==> config.mk <==
export PLATFORM = sky130hd
export DESIGN_NAME = qfive_decoder_flat
export DESIGN_NICKNAME = d
export VERILOG_FILES = /design/src/rtl/qfive_pkg.sv /design/src/rtl/qfive_if.sv /design/src/rtl/qfive_word_packer.sv /design/src/rtl/qfive_decoder.sv /design/src/flat_wrapper.sv
export SDC_FILE = /design/constraint.sdc
export NUM_CORES = 1
export LEC_CHECK = 0
export CORE_MARGIN = 2
export CORE_UTILIZATION = 52
export DETAILED_ROUTE_END_ITERATION = 10
export GPL_TIMING_DRIVEN = 0
export HOLD_SLACK_MARGIN = 0.1
export PLACE_DENSITY = 0.87
export SYNTH_ARGS = -nofsm -noshare
export SYNTH_HDL_FRONTEND = slang
export SYNTH_SLANG_ARGS = --single-unit
==> constraint.sdc <==
create_clock -name clk -period 2.19 [get_ports clk]
set_input_delay 0.657 -clock clk [delete_from_list [all_inputs] [get_ports clk]]
set_output_delay 0.657 -clock clk [all_outputs]
set_load 0.05 [all_outputs]
==> src/rtl/qfive_pkg.sv <==
// qfive_pkg: shared definitions for the four-state Mealy link (encoder and decoder).
//   - STATE_W       : width of the state code
//   - S1..S4        : legal state codes; every other 3-bit code is illegal
//   - next_state()  : transition function on the plain input bit a
//   - is_legal()    : true for the four legal state codes
//   - decode_bit()  : recovers a from the received z in a given state
package qfive_pkg;

  localparam int STATE_W = 3;

  localparam logic [2:0] S1 = 3'b001;
  localparam logic [2:0] S2 = 3'b010;
  localparam logic [2:0] S3 = 3'b011;
  localparam logic [2:0] S4 = 3'b100;

  // Both link ends must use this one function so they cannot drift apart.
  function automatic logic [2:0] next_state(input logic [2:0] state, input logic a);
    logic [2:0] nxt;
    nxt = S1;
    case (state)
      S1:      nxt = a ? S2 : S3;
      S2:      nxt = a ? S4 : S3;
      S3:      nxt = a ? S1 : S4;
      S4:      nxt = a ? S1 : S4;
      default: nxt = S1;
    endcase
    return nxt;
  endfunction

  function automatic logic is_legal(input logic [2:0] state);
    logic ok;
    ok = 1'b0;
    case (state)
      S1, S2, S3, S4: ok = 1'b1;
      default:        ok = 1'b0;
    endcase
    return ok;
  endfunction

  // The encoder emits z = ~a only while in S2; elsewhere z = a.
  function automatic logic decode_bit(input logic [2:0] state, input logic z);
    logic a;
    if (state == S2) begin
      a = ~z;
    end else begin
      a = z;
    end
    return a;
  endfunction

endpackage

==> src/rtl/qfive_if.sv <==
// qfive_if: link-side bundle for the qfive decoder.
//   master : drives z_in / z_valid / resync, observes the decoder results
//   slave  : the decoder; consumes the link inputs, drives a_out, a_valid,
//            word_out, word_valid, state_out and err
interface qfive_if #(parameter int W = 8);
  import qfive_pkg::*;

  logic               z_in;
  logic               z_valid;
  logic               resync;
  logic               a_out;
  logic               a_valid;
  logic [W-1:0]       word_out;
  logic               word_valid;
  logic [STATE_W-1:0] state_out;
  logic               err;

  modport master (
    output z_in, z_valid, resync,
    input  a_out, a_valid, word_out, word_valid, state_out, err
  );

  modport slave (
    input  z_in, z_valid, resync,
    output a_out, a_valid, word_out, word_valid, state_out, err
  );
endinterface

==> src/rtl/qfive_word_packer.sv <==
// qfive_word_packer: collects recovered bits LSB-first into W-bit words.
//   clk, rst   : clock, synchronous active-low reset
//   clear      : drop the partial word (count and shift register to 0)
//   bit_valid  : bit_in is a recovered bit to store this cycle
//   bit_in     : recovered bit
//   word_out   : last completed word, held between pulses
//   word_valid : one-cycle pulse when word_out is updated
module qfive_word_packer #(
  parameter int W = 8
) (
  input  logic         clk,
  input  logic         rst,
  input  logic         clear,
  input  logic         bit_valid,
  input  logic         bit_in,
  output logic [W-1:0] word_out,
  output logic         word_valid
);
  localparam int CNT_W = (W > 2) ? $clog2(W) : 1;
  localparam logic [CNT_W-1:0] LAST = CNT_W'(W - 1);

  logic [CNT_W-1:0] count_r;
  logic [W-1:0]     shift_r;
  logic [W-1:0]     word_r;
  logic             word_valid_r;
  logic [W-1:0]     merged_s;

  // Shift register with the incoming bit already placed at position count.
  always_comb begin
    merged_s          = shift_r;
    merged_s[count_r] = bit_in;
  end

  // Bit counter, partial word and completed-word register.
  always_ff @(posedge clk) begin
    if (!rst) begin
      count_r      <= '0;
      shift_r      <= '0;
      word_r       <= '0;
      word_valid_r <= 1'b0;
    end else if (clear) begin
      count_r      <= '0;
      shift_r      <= '0;
      word_valid_r <= 1'b0;
    end else if (bit_valid) begin
      if (count_r == LAST) begin
        word_r       <= merged_s;
        word_valid_r <= 1'b1;
        count_r      <= '0;
        shift_r      <= '0;
      end else begin
        shift_r      <= merged_s;
        count_r      <= count_r + CNT_W'(1);
        word_valid_r <= 1'b0;
      end
    end else begin
      word_valid_r <= 1'b0;
    end
  end

  assign word_out   = word_r;
  assign word_valid = word_valid_r;

endmodule

==> src/rtl/qfive_decoder.sv <==
// qfive_decoder: receive-side inverse of the four-state Mealy encoder.
// Tracks the encoder state from the z stream, recovers a, packs words.
//   clk  : system clock
//   rst  : synchronous active-low reset
//   bus  : qfive_if slave - z_in, z_valid, resync in;
//          a_out, a_valid, word_out, word_valid, state_out, err out
module qfive_decoder
  import qfive_pkg::*;
#(
  parameter int W = 8
) (
  input logic    clk,
  input logic    rst,
  qfive_if.slave bus
);
  logic [STATE_W-1:0] state_r;
  logic               a_out_r;
  logic               a_valid_r;
  logic               err_r;
  logic               legal_s;
  logic               a_s;
  logic               pack_clear_s;
  logic               pack_valid_s;

  // Recovered bit and legality of the current tracked state.
  always_comb begin
    legal_s      = is_legal(state_r);
    a_s          = decode_bit(state_r, bus.z_in);
    pack_clear_s = bus.resync | ~legal_s;
    pack_valid_s = bus.z_valid & ~bus.resync & legal_s;
  end

  // State tracker and registered bit outputs; resync beats illegal recovery.
  always_ff @(posedge clk) begin
    if (!rst) begin
      state_r   <= S1;
      a_out_r   <= 1'b0;
      a_valid_r <= 1'b0;
      err_r     <= 1'b0;
    end else if (bus.resync) begin
      state_r   <= S1;
      a_valid_r <= 1'b0;
      err_r     <= 1'b0;
    end else if (!legal_s) begin
      state_r   <= S1;
      a_valid_r <= 1'b0;
      err_r     <= 1'b1;
    end else if (bus.z_valid) begin
      state_r   <= next_state(state_r, a_s);
      a_out_r   <= a_s;
      a_valid_r <= 1'b1;
      err_r     <= 1'b0;
    end else begin
      a_valid_r <= 1'b0;
      err_r     <= 1'b0;
    end
  end

  qfive_word_packer #(.W(W)) u_packer (
    .clk        (clk),
    .rst        (rst),
    .clear      (pack_clear_s),
    .bit_valid  (pack_valid_s),
    .bit_in     (a_s),
    .word_out   (bus.word_out),
    .word_valid (bus.word_valid)
  );

  assign bus.a_out     = a_out_r;
  assign bus.a_valid   = a_valid_r;
  assign bus.state_out = state_r;
  assign bus.err       = err_r;

endmodule

==> src/flat_wrapper.sv <==
// flat-port wrapper written by rule: the top's interface ports become plain ports
module qfive_decoder_flat import qfive_pkg::*;
#(
  parameter int W = 8
)
  (clk, rst, bus_z_in, bus_z_valid, bus_resync, bus_a_out, bus_a_valid, bus_word_out, bus_word_valid, bus_state_out, bus_err);
  qfive_if #(.W(W)) bus_i ();
  input logic clk;
  input logic rst;
  input wire logic [$bits(bus_i.z_in)-1:0] bus_z_in;
  input wire logic [$bits(bus_i.z_valid)-1:0] bus_z_valid;
  input wire logic [$bits(bus_i.resync)-1:0] bus_resync;
  output wire logic [$bits(bus_i.a_out)-1:0] bus_a_out;
  output wire logic [$bits(bus_i.a_valid)-1:0] bus_a_valid;
  output wire logic [$bits(bus_i.word_out)-1:0] bus_word_out;
  output wire logic [$bits(bus_i.word_valid)-1:0] bus_word_valid;
  output wire logic [$bits(bus_i.state_out)-1:0] bus_state_out;
  output wire logic [$bits(bus_i.err)-1:0] bus_err;
  assign bus_i.z_in = bus_z_in;
  assign bus_i.z_valid = bus_z_valid;
  assign bus_i.resync = bus_resync;
  assign bus_a_out = bus_i.a_out;
  assign bus_a_valid = bus_i.a_valid;
  assign bus_word_out = bus_i.word_out;
  assign bus_word_valid = bus_i.word_valid;
  assign bus_state_out = bus_i.state_out;
  assign bus_err = bus_i.err;
  qfive_decoder #(.W(W)) u_core (.clk(clk), .rst(rst), .bus(bus_i));
endmodule
==> flow_metrics.tcl, run 1 <==
set metrics [dict create \
    synth.top_cell.area_share 0.4031 \
    holdCritPathClass "register to register" \
    postSynthAreaPerCell_sq_um 9.636 \
    cts_buffer_depth 2 \
    antenna_found_initial 0 \
    grt_max_degree 16 \
    power_density_nw_per_um2 578.2 \
    die_w_um 53.83 \
    synthesis.area_sq_um 1291 \
    avgRoutedWirePerCell_um 15.06 \
    cp-start-kind "register" \
    path_buf_inv 1 \
    end_kind "primary output" \
    use_met2 0.3394 \
    grtUsageTotal 0.2114 \
    ir_drop_mv 0.4456 \
    final_layout_size_suffix_gt1_frac 0.1218 \
    wl_um 2802 \
    postLayoutSetupSlackWorst_ns 0.06354 \
    io_pins 20 \
    start_util 0.5358 \
    ant_nets 0 \
    stdcell_area_sq_um 1589 \
    stdcell_count 186 \
    yosys.area.top_type "dfxtp_1" \
    synth_edf_count 0 \
    setup_violations 0 \
    critPathMaxFanout 1 \
    grt_pass1_vias 1014 \
    first_pass_iters 4 \
    fmax_ghz 0.4703 \
    r2r_cells 7 \
    whs_ns 0.4804 \
    final_common_cell "dfxtp_1" \
    die_h_um 53.83 \
    vias 1107 \
    gp_congestion 0.8352 \
    ctsHoldBuffers 0 \
    rsz0062_at_grt "false" \
    synthTopCellsByArea "dfxtp_1 40%, mux2i_1 6.2%, o2bb2ai_1 5.4%" \
    cts_setup_buffers 0 \
    portBuffers 18 \
    synthFlopType "dfxtp_1" \
    cts_tree "done" \
    cts_max_level 1 \
    cts-root-buf "clkbuf_4" \
    cp_cell_sequence "clkdlybuf4s50_1" \
    crit_arrival_ns 1.47 \
    die_area_sq_um 2898 \
    synth_cells 134 \
    finalNetCount 165 \
    met3_usage 0.02778 \
    post-route-min-period_ns 2.126 \
    crit_cells 1 \
    clkTransAtPathRegs_ns 0.15 \
    r2r_setup_slack_ns 0.24 \
    cap_viol_max_count 0 \
    worstPathRequired_ns 1.53 \
    relSlewSlack 0.5965 \
    status "completed" \
    gr-max-usage-layer "met2" \
    area_growth_pct 23.06 \
    grt_pass1_wl_um 4450 \
    p_total_uw 918.8 \
    leakagePower_nw 0.7648 \
    clk_latency_ns 0.33 \
    drt_iter0_markers 22 \
    clock_skew_ns 0.006928 \
    ys_seq_area_frac 0.4031 \
    antennaDiodeCount 0 \
    maxSlewViolCount 0 \
    drcViolationCount 0 \
    critical-path-slowest-cell "clkdlybuf4s50_1" \
    ys_ff_latch 26 \
    async_flop_share 0 \
    grt_overflow 0 \
    n_fill_cell 199 \
    finalHoldViolations 0 \
    hold_depth 1 \
    coreArea_sq_um 2410 \
    ys_warn_count 0 \
    dp.cells 182 \
    met1_usage 0.2762 \
    worstSetupPathType "register to primary output" \
    final_cell_mix "26 x dfxtp_1, 11 x dlymetal6s2s_1, 9 x a211oi_1" \
    post_dp_cell_area_sq_um 1509 \
    synth_nets 142 \
    worst_pin_slew_ns 0.6006 \
    pre_cts_slack_ns -0.1776 \
    slowest_delay_ns 0.80 \
    clock-sinks 26 \
    row_count 18 \
    hpwl_um 2033 \
    cp_top_family "buffers and inverters" \
    fin_crit_sh 0.9710 \
    ys_types 38 \
    cts_made_buffers 3 \
    drt-vias-per-instance 5.952 \
]
## cells in the mapped netlist, types with 2 or more instances
cell	n
nor2_1	7
nand3b_1	4
nand2b_1	5
a21oi_1	4
nor4_1	2
a31oi_1	8
nand2_1	4
nor3b_1	4
o21a_1	3
buf_4	2
ha_1	3
buf_2	5
o2bb2ai_1	8
o31ai_1	2
nor3_1	6
buf_6	3
or3_1	2
nand4_1	2
a211oi_1	9
mux2i_1	8
dfxtp_1	26
## per-stage QoR
step                      TNS (ns)    util
after floorplan                  0       -
after global placement     -0.4348  0.6262
after detailed placement    -1.574  0.6262
after CTS                        0  0.6475
after global routing             0  0.6594
final                            0  0.6594
## final timing paths
path | from | to
max | u_core.bus.err | bus_err
min | u_core.u_packer.shift_r[1] | u_core.u_packer.shift_r[1]
min reg2reg | u_core.u_packer.shift_r[1] | u_core.u_packer.shift_r[1]
max reg2reg | u_core.bus.state_out[2] | u_core.bus.state_out[0]
## cells by family after synthesis
kind of cell             after synthesis  share of synthesized area
AO/OA/AOI/OAI                         37                     0.2093
XOR/XNOR                               1                   0.006784
adder cells (fa/ha/maj)                3                    0.02907
buffers and inverters                 14                    0.06975
flip-flops                            26                     0.4031
multiplexers                           8                    0.06202
AND/OR/NAND/NOR                       45                     0.2200
## power by group
part	internal [mW]	switching (mW)	total [mW]
registers	0.479	0.00304	0.482
clock network	0.185	0.151	0.336
logic	0.0370	0.0630	0.100
total	0.702	0.217	0.919
## layout make-up
class,count,area [sq um],area share
Tap cell,30,37.54,0.02362
Timing Repair Buffer,18,206.4,0.1299
Inverter,2,7.507,0.004724
Clock inverter,1,30.03,0.01890
Buffer,12,83.83,0.05276
Sequential cell,26,520.5,0.3276
Clock buffer,3,22.52,0.01417
Multi-Input combinational cell,94,680.7,0.4283
## sequential cells by signal, summed over array words and instances, names as in the netlist
name / count
u_core.u_packer.shift_r: 8
u_core.u_packer.word_out: 8
u_core.bus.state_out: 3
u_core.u_packer.count_r: 3
u_core.bus.a_out: 1
u_core.bus.a_valid: 1
u_core.bus.err: 1
u_core.u_packer.word_valid: 1
## routing by layer
layer / share of wire / routed length, um
met1: 0.48 / 1353
met2: 0.48 / 1337
met3: 0.020 / 57
met4: 0.019 / 54
met5: 0 / 0
## repair_timing
| item | 4_1_cts | 5_1_grt |
|---|---|---|
| gates resized for setup | 1 | 13 |
| pin swaps | 0 | 0 |
| endpoints found under the setup margin | 1 | 22 |
Note: power is estimated with default switching activity, not from simulation.
==> run 2: changes to the inputs <==
--- a/config.mk
+++ b/config.mk
@@ -8,7 +8,6 @@
 export CORE_MARGIN = 2
 export CORE_UTILIZATION = 52
 export DETAILED_ROUTE_END_ITERATION = 10
-export GPL_TIMING_DRIVEN = 0
 export HOLD_SLACK_MARGIN = 0.1
 export PLACE_DENSITY = 0.87
 export SYNTH_ARGS = -nofsm -noshare
==> run 2 against run 1 <==
Net effect: highest routed layer unchanged; flip-flop and latch count is the same; first-iteration DRC count increased by 14%; final cell count decreased by 3.8%; clock skew is 0.0012 ns lower; non-clock buffer count shrank 6; sequential share of layout area up 2.1 points; global-route usage is 1.1 points lower; wire length decreased by 10%; setup slack got worse by 0.036 ns; register-to-register slack gained 0.09 ns.
==> flow_metrics.tcl, run 2 (same netlist as run 1, synthesis figures left out) <==
set metrics [dict create \
    relSlewSlack 0.6139 \
    r2r-start "u_core.bus.state_out[2]" \
    p_total_uw 778.9 \
    coreArea_sq_um 2410 \
    status "completed" \
    path_buf_inv 1 \
    grt_overflow 0 \
    clock-sinks 26 \
    power_density_nw_per_um2 521.4 \
    ir_drop_mv 0.3685 \
    r2r_cells 6 \
    finalSetupTns_ns 0 \
    crit_arrival_ns 1.51 \
    grt_max_degree 15 \
    first_pass_iters 4 \
    min_to "u_core.u_packer.shift_r[1]" \
    fmax_ghz 0.4625 \
    final_common_cell "dfxtp_1" \
    gp_congestion 0.7900 \
    drt-vias-per-instance 5.872 \
    clock_skew_ns 0.005756 \
    worst_r2r_endpoint "u_core.bus.state_out[0]" \
    grtUsageTotal 0.2006 \
    cp_top_family "buffers and inverters" \
    row_count 18 \
    ant_nets 0 \
    final_cell_mix "26 x dfxtp_1, 14 x clkdlybuf4s50_1, 9 x a211oi_1" \
    finish.utilization 0.6199 \
    drt_iter0_markers 25 \
    cts-root-buf "clkbuf_4" \
    wl_um 2523 \
    avgRoutedWirePerCell_um 14.09 \
    rsz0062_at_grt "false" \
    cts_setup_buffers 0 \
    holdCritPathClass "register to register" \
    setup_violations 0 \
    clk_latency_ns 0.32 \
    grt_pass1_vias 949 \
    io_pins 20 \
    vias 1051 \
    final_layout_size_suffix_gt1_frac 0.09396 \
    worstPathRequired_ns 1.53 \
    hpwl_um 1930 \
    post-route-min-period_ns 2.162 \
    leakagePower_nw 0.5706 \
    hold_depth 1 \
    critical-path-slowest-cell "clkdlybuf4s50_1" \
    start_util 0.5358 \
    r2r_setup_slack_ns 0.33 \
    whs_ns 0.4797 \
    portBuffers 19 \
    drcViolationCount 0 \
    finalHoldViolations 0 \
    postLayoutSetupSlackWorst_ns 0.02795 \
    worstHoldStart "u_core.u_packer.shift_r[1]" \
    grt_pass1_wl_um 4257 \
    slowest_delay_ns 0.81 \
    pre_cts_slack_ns 0.04646 \
    ctsHoldBuffers 0 \
    critPathMaxFanout 2 \
    cts_made_buffers 3 \
    maxSlewViolCount 0 \
    cts_tree "done" \
    worst_pin_slew_ns 0.5748 \
    cap_viol_max_count 0 \
    antennaDiodeCount 0 \
    fin_crit_sh 0.9872 \
    die_w_um 53.83 \
    antenna_found_initial 0 \
    die_h_um 53.83 \
    area_growth_pct 15.70 \
    cp_cell_sequence "clkdlybuf4s50_1" \
    worstSetupPathType "register to primary output" \
    cp-start-kind "register" \
    end_kind "primary output" \
    die_area_sq_um 2898 \
    cts_max_level 1 \
    finalNetCount 159 \
    clkTransAtPathRegs_ns 0.13 \
    cts_buffer_depth 2 \
]
run 2: changes by cell type in the layout (fill, tap and decap cells not counted):
cell | previous run | this run
clkbuf_2 | 2 | 0
buf_6 | 3 | 0
buf_2 | 5 | 0
dlymetal6s2s_1 | 11 | 2
clkdlybuf4s50_1 | 6 | 14
bufinv_16 | 1 | 0
buf_4 | 2 | 8
dlygate4sd2_1 | 1 | 0
run 2: layout make-up:
type                    count  area (sq um)
repair buffers             24         225.2
clock buffers               3         22.52
multi-input cells          94         680.7
inverters                   2         7.507
flip-flops and latches     26         520.5
fillers                   209         915.9
well taps                  30         37.54
run 2: timing repair:
item | 4_1_cts | 5_1_grt
resized for setup | 0 | 2
setup endpoints to repair | 0 | 2
endpoints found under the hold margin | 0 | 0
run 2: stage by stage:
stage / area, sq um / instances
global placement: 1466 / 176
CTS: 1489 / 179
finish: 1494 / 179
detailed placement: 1466 / 176
floorplan: 1291 / 134
global route: 1494 / 179
run 2: where the power goes:
part	total (mW)	switching (mW)	internal (mW)
sequential	0.491	0.0115	0.479
combinational	0.0915	0.0536	0.0379
clock	0.197	0.132	0.0645
total	0.779	0.197	0.581
run 2: how the worst max path moves through the flow:
stage / from / endpoint / slack, ns / cells after the start
6_report: u_core.bus.a_out / bus_a_out / 0.03 / 1
5_1_grt: u_core.bus.a_out / bus_a_out / 0.002 / 1
2_1_floorplan: u_core.bus.state_out[2] / u_core.bus.state_out[0] / 0.06 / 7
4_1_cts: u_core.bus.a_out / bus_a_out / 0.03 / 1
3_3_place_gp: bus_z_in / u_core.bus.state_out[0] / 0.11 / 5
3_5_place_dp: bus_z_in / u_core.bus.state_out[0] / 0.05 / 5
run 2: metal layers:
| layer | vias up | global-route usage | routed length (um) |
|---|---|---|---|
| li1 | 532 | - | - |
| met1 | 498 | 0.2616 | 1164 |
| met2 | 17 | 0.3293 | 1241 |
| met3 | 4 | 0.03333 | 75 |
| met4 | 0 | 0.07692 | 42 |
| met5 | - | 0 | 0 |
==> run 3: changes to the inputs <==
--- a/config.mk
+++ b/config.mk
@@ -9,7 +9,7 @@
 export CORE_UTILIZATION = 52
 export DETAILED_ROUTE_END_ITERATION = 10
 export HOLD_SLACK_MARGIN = 0.1
-export PLACE_DENSITY = 0.87
+export PLACE_DENSITY = 0.83
 export SYNTH_ARGS = -nofsm -noshare
 export SYNTH_HDL_FRONTEND = slang
 export SYNTH_SLANG_ARGS = --single-unit
==> run 3 against run 2 <==
Net effect: sequential share of layout area is 0.66 points lower; wire length up 4.4%; flip-flop and latch count did not move; critical endpoint is now bus_word_out[0]; largest cell class unchanged; highest routed layer unchanged.
==> flow_metrics.tcl, run 3 (same netlist as run 1, synthesis figures left out) <==
set metrics [dict create \
    status "completed" \
    r2r_setup_slack_ns 0.29 \
    path_buf_inv 1 \
    portBuffers 19 \
    final_cell_mix "26 x dfxtp_1, 9 x a211oi_1" \
    rsz0062_at_grt "false" \
    relSlewSlack 0.6200 \
    post-route-min-period_ns 2.129 \
    cp-start-kind "register" \
    worst_r2r_endpoint "u_core.u_packer.shift_r[5]" \
    vias 1061 \
    row_count 18 \
    drcViolationCount 0 \
    r2r_cells 5 \
    holdCritPathClass "register to register" \
    critical-path-slowest-cell "clkdlybuf4s50_1" \
    setup_violations 0 \
    cts_max_level 1 \
    r2r-start "u_core.u_packer.count_r[0]" \
    crit_arrival_ns 1.47 \
    worstHoldStart "u_core.u_packer.shift_r[2]" \
    cts_buffer_depth 2 \
    cap_viol_max_count 0 \
    fin_crit_sh 0.9722 \
    leakagePower_nw 0.6886 \
    pre_cts_slack_ns 0.03685 \
    cp_cell_sequence "clkdlybuf4s50_1" \
    cp_top_family "buffers and inverters" \
    slowest_delay_ns 0.80 \
    clk_latency_ns 0.33 \
    gp_congestion 0.7619 \
    clock_skew_ns 0.007840 \
    antennaDiodeCount 0 \
    cts_resized 0 \
    gr-max-usage-layer "met2" \
    wl_um 2634 \
    io_pins 20 \
    clkTransAtPathRegs_ns 0.13 \
    fmax_ghz 0.4697 \
    met1_usage 0.2776 \
    ctsHoldBuffers 0 \
    coreArea_sq_um 2410 \
    ant_nets 0 \
    worstSetupPathType "register to primary output" \
    n_fill_cell 189 \
    cts_setup_buffers 0 \
    critPathMaxFanout 2 \
    die_h_um 53.83 \
    grt_pass1_wl_um 4174 \
    postLayoutSetupSlackWorst_ns 0.06097 \
    cts-root-buf "clkbuf_4" \
    cts_tree "done" \
    clock-sinks 26 \
    drt-vias-per-instance 5.894 \
    final_layout_size_suffix_gt1_frac 0.1000 \
    grt_overflow 0 \
    min_to "u_core.u_packer.shift_r[2]" \
    cts_made_buffers 3 \
    use_met2 0.3110 \
    grt_pass1_vias 906 \
    power_density_nw_per_um2 544.2 \
    grtUsageTotal 0.2007 \
    start_util 0.5358 \
    ir_drop_mv 0.4080 \
    hold_depth 1 \
    end_kind "primary output" \
    final_common_cell "dfxtp_1" \
    area_growth_pct 17.93 \
    finalHoldViolations 0 \
    antenna_found_initial 0 \
    worst_pin_slew_ns 0.5657 \
    finalNetCount 159 \
    hpwl_um 1912 \
    avgRoutedWirePerCell_um 14.63 \
    worstPathRequired_ns 1.53 \
    maxSlewViolCount 0 \
    drt_iter0_markers 22 \
    finalSetupTns_ns 0 \
    die_w_um 53.83 \
    met3_usage 0.02500 \
    die_area_sq_um 2898 \
    first_pass_iters 4 \
    grt_max_degree 15 \
]
-- run 3: cell types whose count changed in the layout (fill, tap and decap cells not counted), sizes merged --
cell,previous run,this run
clkdlybuf4s50,14,8
dlymetal6s2s,2,8
clkbuf,3,4
-- run 3: through the flow --
step           total power [mW]  instance area, sq um  hold slack, ns    util  instances
6_report                 0.8287                  1523          0.4824  0.6319        180
2_1_floorplan            0.5636                  1291          0.4317       -        134
3_3_place_gp             0.5885                  1466          0.4437  0.6085        176
4_1_cts                  0.8308                  1503          0.4836  0.6236        180
3_5_place_dp             0.5929                  1466          0.4513  0.6085        176
5_1_grt                  0.8645                  1523          0.4931  0.6319        180
-- run 3: layer usage --
metal | vias to the layer above | part of all wire | routed length (um)
li1 | 538 | - | -
met1 | 497 | 0.46 | 1223
met2 | 21 | 0.49 | 1291
met3 | 5 | 0.029 | 76
met4 | 0 | 0.016 | 42
met5 | - | 0 | 0
-- run 3: area by class of cell --
type                            count  area, sq um  share of cell area
Inverter                            2        7.507            0.004930
Multi-Input combinational cell     94        680.7              0.4470
Sequential cell                    26        520.5              0.3418
Timing Repair Buffer               24        240.2              0.1578
Clock buffer                        4        36.28             0.02383
Tap cell                           30        37.54             0.02465
-- run 3: how the worst max path moves through the flow --
stage	from	end	slack [ns]	cells after the start
after floorplan	u_core.bus.state_out[2]	u_core.bus.state_out[0]	0.06	7
after global placement	bus_z_in	u_core.bus.state_out[0]	0.09	5
after detailed placement	rst	u_core.u_packer.shift_r[5]	0.04	4
after CTS	u_core.u_packer.word_out[7]	bus_word_out[7]	0.04	1
after global routing	u_core.u_packer.word_out[0]	bus_word_out[0]	0.0007	1
final	u_core.u_packer.word_out[0]	bus_word_out[0]	0.06	1
-- run 3: report_power, final --
part	internal (mW)	switching, mW	leakage [nW]	total [mW]
registers	0.479	0.0117	0.210	0.491
clock network	0.102	0.144	0.0210	0.245
logic	0.0377	0.0547	0.458	0.0924
